### config.mk
export PLATFORM = sky130hd
export DESIGN_NAME = mixcol_seq_engine
export DESIGN_NICKNAME = d
export VERILOG_FILES = /design/src/rtl/mixcol_pkg.sv /design/src/rtl/mixcol_column.sv /design/src/rtl/mixcol_seq_engine.sv
export SDC_FILE = /design/constraint.sdc
export NUM_CORES = 1
export LEC_CHECK = 0
export ABC_CLOCK_PERIOD_IN_PS = 4800
export CAP_MARGIN = 20
export CORE_UTILIZATION = 30
export CTS_CLUSTER_SIZE = 8
export DETAILED_ROUTE_END_ITERATION = 10
export DONT_BUFFER_PORTS = 1
export PLACE_DENSITY = 0.49
export SLEW_MARGIN = 20
export SYNTH_ARGS = -nofsm -noshare
export SYNTH_HDL_FRONTEND = slang
export SYNTH_SLANG_ARGS = --single-unit
### constraint.sdc
create_clock -name clk -period 4.8 [get_ports clk]
set_input_delay 0.96 -clock clk [delete_from_list [all_inputs] [get_ports clk]]
set_output_delay 0.96 -clock clk [all_outputs]
set_load 0.01 [all_outputs]
### src/rtl/mixcol_pkg.sv
// Shared GF(2^8) helpers, MixColumns coefficients and FSM state encoding
// for the sequential MixColumns / InvMixColumns engine.
package mixcol_pkg;

  // Reduction constant for x^8+x^4+x^3+x+1 after dropping the x^8 term.
  localparam logic [7:0] GF_RED = 8'h1b;

  // Row coefficients, applied to a_r, a_{r+1}, a_{r+2}, a_{r+3}.
  localparam logic [3:0] FWD_C0 = 4'h2;
  localparam logic [3:0] FWD_C1 = 4'h3;
  localparam logic [3:0] FWD_C2 = 4'h1;
  localparam logic [3:0] FWD_C3 = 4'h1;

  localparam logic [3:0] INV_C0 = 4'he;
  localparam logic [3:0] INV_C1 = 4'hb;
  localparam logic [3:0] INV_C2 = 4'hd;
  localparam logic [3:0] INV_C3 = 4'h9;

  typedef enum logic [1:0] {
    ST_IDLE = 2'd0,
    ST_RUN  = 2'd1,
    ST_DONE = 2'd2
  } state_t;

  function automatic logic [7:0] xtime(input logic [7:0] a);
    return {a[6:0], 1'b0} ^ (a[7] ? GF_RED : 8'h00);
  endfunction

  // Multiply by a 4-bit constant: XOR of xtime^i(a) for each set bit i of k.
  function automatic logic [7:0] gf_mul4(input logic [7:0] a, input logic [3:0] k);
    logic [7:0] acc;
    logic [7:0] pw;
    acc = 8'h00;
    pw  = a;
    for (int i = 0; i < 4; i++) begin
      if (k[i]) acc = acc ^ pw;
      pw = xtime(pw);
    end
    return acc;
  endfunction

endpackage

### src/rtl/mixcol_column.sv
// Combinational single-column MixColumns / InvMixColumns transform.
// Row 0 is the most significant byte of the column.
module mixcol_column (
  input  logic [31:0] i_col,
  input  logic        i_inv,
  output logic [31:0] o_col
);
  import mixcol_pkg::*;

  logic [3:0] w_c0, w_c1, w_c2, w_c3;

  assign w_c0 = i_inv ? INV_C0 : FWD_C0;
  assign w_c1 = i_inv ? INV_C1 : FWD_C1;
  assign w_c2 = i_inv ? INV_C2 : FWD_C2;
  assign w_c3 = i_inv ? INV_C3 : FWD_C3;

  // Each output row mixes the four input rows with rotated coefficients.
  always_comb begin
    o_col = '0;
    for (int r = 0; r < 4; r++) begin
      o_col[31-8*r -: 8] = gf_mul4(i_col[31-8*r           -: 8], w_c0)
                         ^ gf_mul4(i_col[31-8*((r+1) % 4) -: 8], w_c1)
                         ^ gf_mul4(i_col[31-8*((r+2) % 4) -: 8], w_c2)
                         ^ gf_mul4(i_col[31-8*((r+3) % 4) -: 8], w_c3);
    end
  end

endmodule

### src/rtl/mixcol_seq_engine.sv
// Sequential MixColumns / InvMixColumns engine: latches a state of NCOL
// columns, transforms one column per clock through a single column unit,
// and holds the result until the consumer takes it.
module mixcol_seq_engine #(
  parameter int NCOL = 4,
  parameter int CW   = $clog2(NCOL) + 1
) (
  input  logic               clk,
  input  logic               rst,
  input  logic               in_valid,
  output logic               in_ready,
  input  logic               in_inv,
  input  logic [32*NCOL-1:0] in_state,
  output logic               out_valid,
  input  logic               out_ready,
  output logic [32*NCOL-1:0] out_state,
  output logic               busy
);
  import mixcol_pkg::*;

  localparam int SW = 32 * NCOL;

  state_t          r_state;
  state_t          w_state_nxt;
  logic [CW-1:0]   r_col;
  logic [SW-1:0]   r_src;
  logic [SW-1:0]   r_res;
  logic            r_inv;
  logic            r_rst_q;
  logic            w_accept;
  logic            w_last;
  logic [31:0]     w_col_in;
  logic [31:0]     w_col_out;

  assign w_accept  = in_valid && in_ready;
  assign w_last    = (r_col == CW'(NCOL - 1));
  assign out_state = r_res;

  // State register.
  always_ff @(posedge clk) begin
    if (rst) r_state <= ST_IDLE;
    else     r_state <= w_state_nxt;
  end

  // Next-state decode.
  always_comb begin
    w_state_nxt = r_state;
    case (r_state)
      ST_IDLE: if (w_accept)  w_state_nxt = ST_RUN;
      ST_RUN:  if (w_last)    w_state_nxt = ST_DONE;
      ST_DONE: if (out_ready) w_state_nxt = ST_IDLE;
      default:                w_state_nxt = ST_IDLE;
    endcase
  end

  // Registered copy of reset keeps in_ready low for as long as reset is held,
  // without a combinational path from the rst pin.
  always_ff @(posedge clk) begin
    r_rst_q <= rst;
  end

  // Handshake and status outputs decode the registered state only.
  always_comb begin
    in_ready  = (r_state == ST_IDLE) && !r_rst_q;
    out_valid = (r_state == ST_DONE);
    busy      = (r_state == ST_RUN) || (r_state == ST_DONE);
  end

  // Column select from the latched source state.
  always_comb begin
    w_col_in = '0;
    for (int c = 0; c < NCOL; c++) begin
      if (r_col == CW'(c)) w_col_in = r_src[32*(NCOL-c)-1 -: 32];
    end
  end

  mixcol_column u_column (
    .i_col (w_col_in),
    .i_inv (r_inv),
    .o_col (w_col_out)
  );

  // Latch the transfer on acceptance, then write one result column per RUN cycle.
  always_ff @(posedge clk) begin
    if (rst) begin
      r_col <= '0;
      r_src <= '0;
      r_res <= '0;
      r_inv <= 1'b0;
    end else if (r_state == ST_IDLE) begin
      if (w_accept) begin
        r_src <= in_state;
        r_inv <= in_inv;
        r_col <= '0;
      end
    end else if (r_state == ST_RUN) begin
      for (int c = 0; c < NCOL; c++) begin
        if (r_col == CW'(c)) r_res[32*(NCOL-c)-1 -: 32] <= w_col_out;
      end
      r_col <= w_last ? '0 : r_col + CW'(1);
    end
  end

endmodule

==> flow_summary.toml <==
[drt]
vias = 11190
drt-total-wl_mm = 48.34
drcViolationCount = 0
antenna_left = 0
via_per_inst = 5.150
wl_per_cell_um = 22.26
drt_iter0_drc = 979
first_pass_iters = 5

[yosys]
synthCells = 1612
synth_area_mm2 = 0.01340
synth-main-ff-cell = "dfxtp_1"
synthArstFlopShare_pct = 0
syn_avg_cell_area_um2 = 8.314
synth_edf_count = 0
yosysMostFrequentCell = "nand2_1"
netlist_top_cells_count = "nand2_1, dfxtp_1, a21oi_1"
netlist_top_cells_area = "dfxtp_1, nand2_1, xnor2_1"
synth_cell_types = 71
synth_top_cell_by_area = "dfxtp_1"
ys_ff_latch = 263
synth-seq-area-share_pct = 39.28
yosysWarningCount = 0
synth_top_area_share_pct = 39.28
syn_nets = 1753

[worst_hold_path]
holdPathStages = 2
hold_class = "register to register"
min_to = "r_src[42]$_SDFFE_PP0P_"
min_from = "r_src[42]$_SDFFE_PP0P_"

[clock_network]
cts_root_buffer = "clkbuf_16"
clock_path_buffers = 3
numCtsBuffers = 39
clock_latency_ps = 550
clk_pin_slew_ps = 50
cts_tree = "built"
h-tree-depth = 2
cts_setup_buffers = 0
clock-sinks = 263

[worst_setup_path]
cp_slowest_cell = "xor3_2"
r2r-end = "out_state[19]$_SDFFE_PP0P_"
path_class = "register to register"
r2r_start = "r_col[0]$_SDFFE_PP0P_"
worst-path-stages = 11
r2r_cells = 11
crit_buf_inv = 1
cpPeakStageDelay_ps = 590
worstPathRequired_ps = 5180
crit_fanout = 14
crit_family = "XOR/XNOR gates"
r2r_slack_ps = 270
path_cells = "inv_1, ha_1, nor2b_2, a221oi_1, o32a_2, xor2_2, xnor3_1, mux2i_1, xor3_2, xnor2_1, a211oi_1"
arrival_ps = 4910
cp-end-kind = "register"
start_kind = "register"

[floorplanning]
core_mm2 = 0.04412
io_pins = 264
initial_core_util_pct = 30.37
die_x_um = 213.4
die_h_um = 213.4
dieArea_mm2 = 0.04552
row_count = 77

[sta]
min_period_over_period_pct = 94.42
slew_violations = 0
fin_tns_setup_ps = 0
finalSetupViolations = 0
tightest_slew_ps = 939.3
fin_ws_ps = 268.0
grt_setup_unrepaired = "no"
relSlewSlack_pct = 37.38
finClkSkew_ps = 18.29
min_period_ps = 4532
max_freq_mhz = 220.7
hold_violations = 0

[grt]
overflow = 0
grt_max_degree = 272
grt_pass1_vias = 10630
track_usage_pct = 20.86
grt_pass1_wl_mm = 69.74
antenna_found_initial = 1

[placement]
post-place-ws_ps = 326.1
io_buffers = 0
gp_congestion = 0.9048
dpl.hpwl_mm = 35.66

[cells_and_area]
drive_above_1_share_pct = 8.291
nNetsFinal = 1715
n_antenna_cell = 0
syn_to_final_growth_pct = 12.44
fillers = 4772
finalCoreUtilization_pct = 34.15

[power_and_ir_drop]
total_leakage_power_nw = 5.256
irDropWorstVdd_mv = 0.2354
power_density_mw_per_mm2 = 449.5

[run]
drv_cap = 0

[run_status]
status = "completed"
## per-layer routing
layer	vias up	global-route usage [%]	part of all wire (%)
met5	-	0	0
met4	0	8.325	3.3
met3	81	3.852	6.5
met2	395	34.10	47
met1	5307	27.05	43
li1	5402	-	-
## what timing repair did
item,in CTS,in global routing
resized for setup,0,1
endpoints found under the setup margin,0,2
hold buffers,0,0
## where the power goes
part,switching [mW],internal (mW)
Clock,0.957,1.50
Combinational,1.10,0.717
Sequential,0.161,2.34
Total,2.22,4.56
## state kept, by name (all words and copies together) (netlist names)
name	flops
r_rst_q	1
r_col	3
out_state	128
r_src	128
r_state	2
r_inv	1
## cells by family (layout without fill, tap and decap cells)
kind of cell / count (synthesis) / after routing / share of synthesized area, %
buffers and inverters: 141 / 109 / 4.434
XOR/XNOR: 181 / 181 / 15.02
adder cells (fa/ha/maj): 8 / 8 / 0.7469
AO/OA/AOI/OAI: 346 / 346 / 16.60
flip-flops: 263 / 263 / 39.28
AND/OR/NAND/NOR: 654 / 654 / 22.38
multiplexers: 19 / 19 / 1.540
## metrics by stage
stage               std cells  total power, mW  hold WS, ps  instance area, um^2
floorplan                1612            3.791        431.2                13400
global placement         2124            4.350        446.1                13970
detailed placement       2124            4.363        449.6                13970
CTS                      2171            6.850        456.3                15030
global route             2172            7.108        468.9                15070
finish                   2172            6.774        454.6                15070
## worst max-delay path by stage
stage                          start                     endpoint
5_1_grt        r_col[0]$_SDFFE_PP0P_   out_state[19]$_SDFFE_PP0P_
2_1_floorplan  r_col[1]$_SDFFE_PP0P_  out_state[116]$_SDFFE_PP0P_
6_report       r_col[0]$_SDFFE_PP0P_   out_state[19]$_SDFFE_PP0P_
4_1_cts        r_col[1]$_SDFFE_PP0P_   out_state[19]$_SDFFE_PP0P_
3_3_place_gp   r_col[0]$_SDFFE_PP0P_   out_state[29]$_SDFFE_PP0P_
3_5_place_dp   r_col[1]$_SDFFE_PP0P_   out_state[19]$_SDFFE_PP0P_
## cell usage in the layout, fill, tap and decap left out, drive strengths merged, types with 2 or more instances in the layout
cell type	netlist	layout
a2bb2oi	3	3
nand4	12	12
xor3	5	5
xnor2	105	105
a311o	4	4
o32a	2	2
nor2	124	124
o2111ai	4	4
ha	8	8
a211oi	70	70
nor2b	12	12
xnor3	23	23
xor2	48	48
nand2b	9	9
nand3	34	34
nor4	2	2
buf	30	42
or3	17	17
a21oi	168	168
mux2i	16	16
clkinv	0	2
and2	12	12
dfxtp	263	263
nand2	333	333
o21ai	45	45
a221oi	14	14
a21o	8	8
o221ai	2	2
o211ai	8	8
nor3	28	28
or2	4	4
mux2	3	3
o221a	3	3
a31oi	9	9
inv	20	21
and3b	6	6
clkbuf	91	44
nand3b	56	56
and3	4	4
## final cells by class
cell class	instances	area (um^2)	area share, %
Clock buffer	44	1036	6.874
Multi-Input combinational cell	1208	7584	50.32
Sequential cell	263	5265	34.94
Tap cell	592	740.7	4.915
Clock inverter	3	30.03	0.1993
Inverter	20	75.07	0.4981
Timing Repair Buffer	42	340.3	2.258
## tightest hold or removal path, stage by stage, from the launching register on
cell and delay, ps:
dfxtp_1 300, nand2_1 50, a21oi_1 50
No activity file was read; power rests on OpenSTA's default activity.
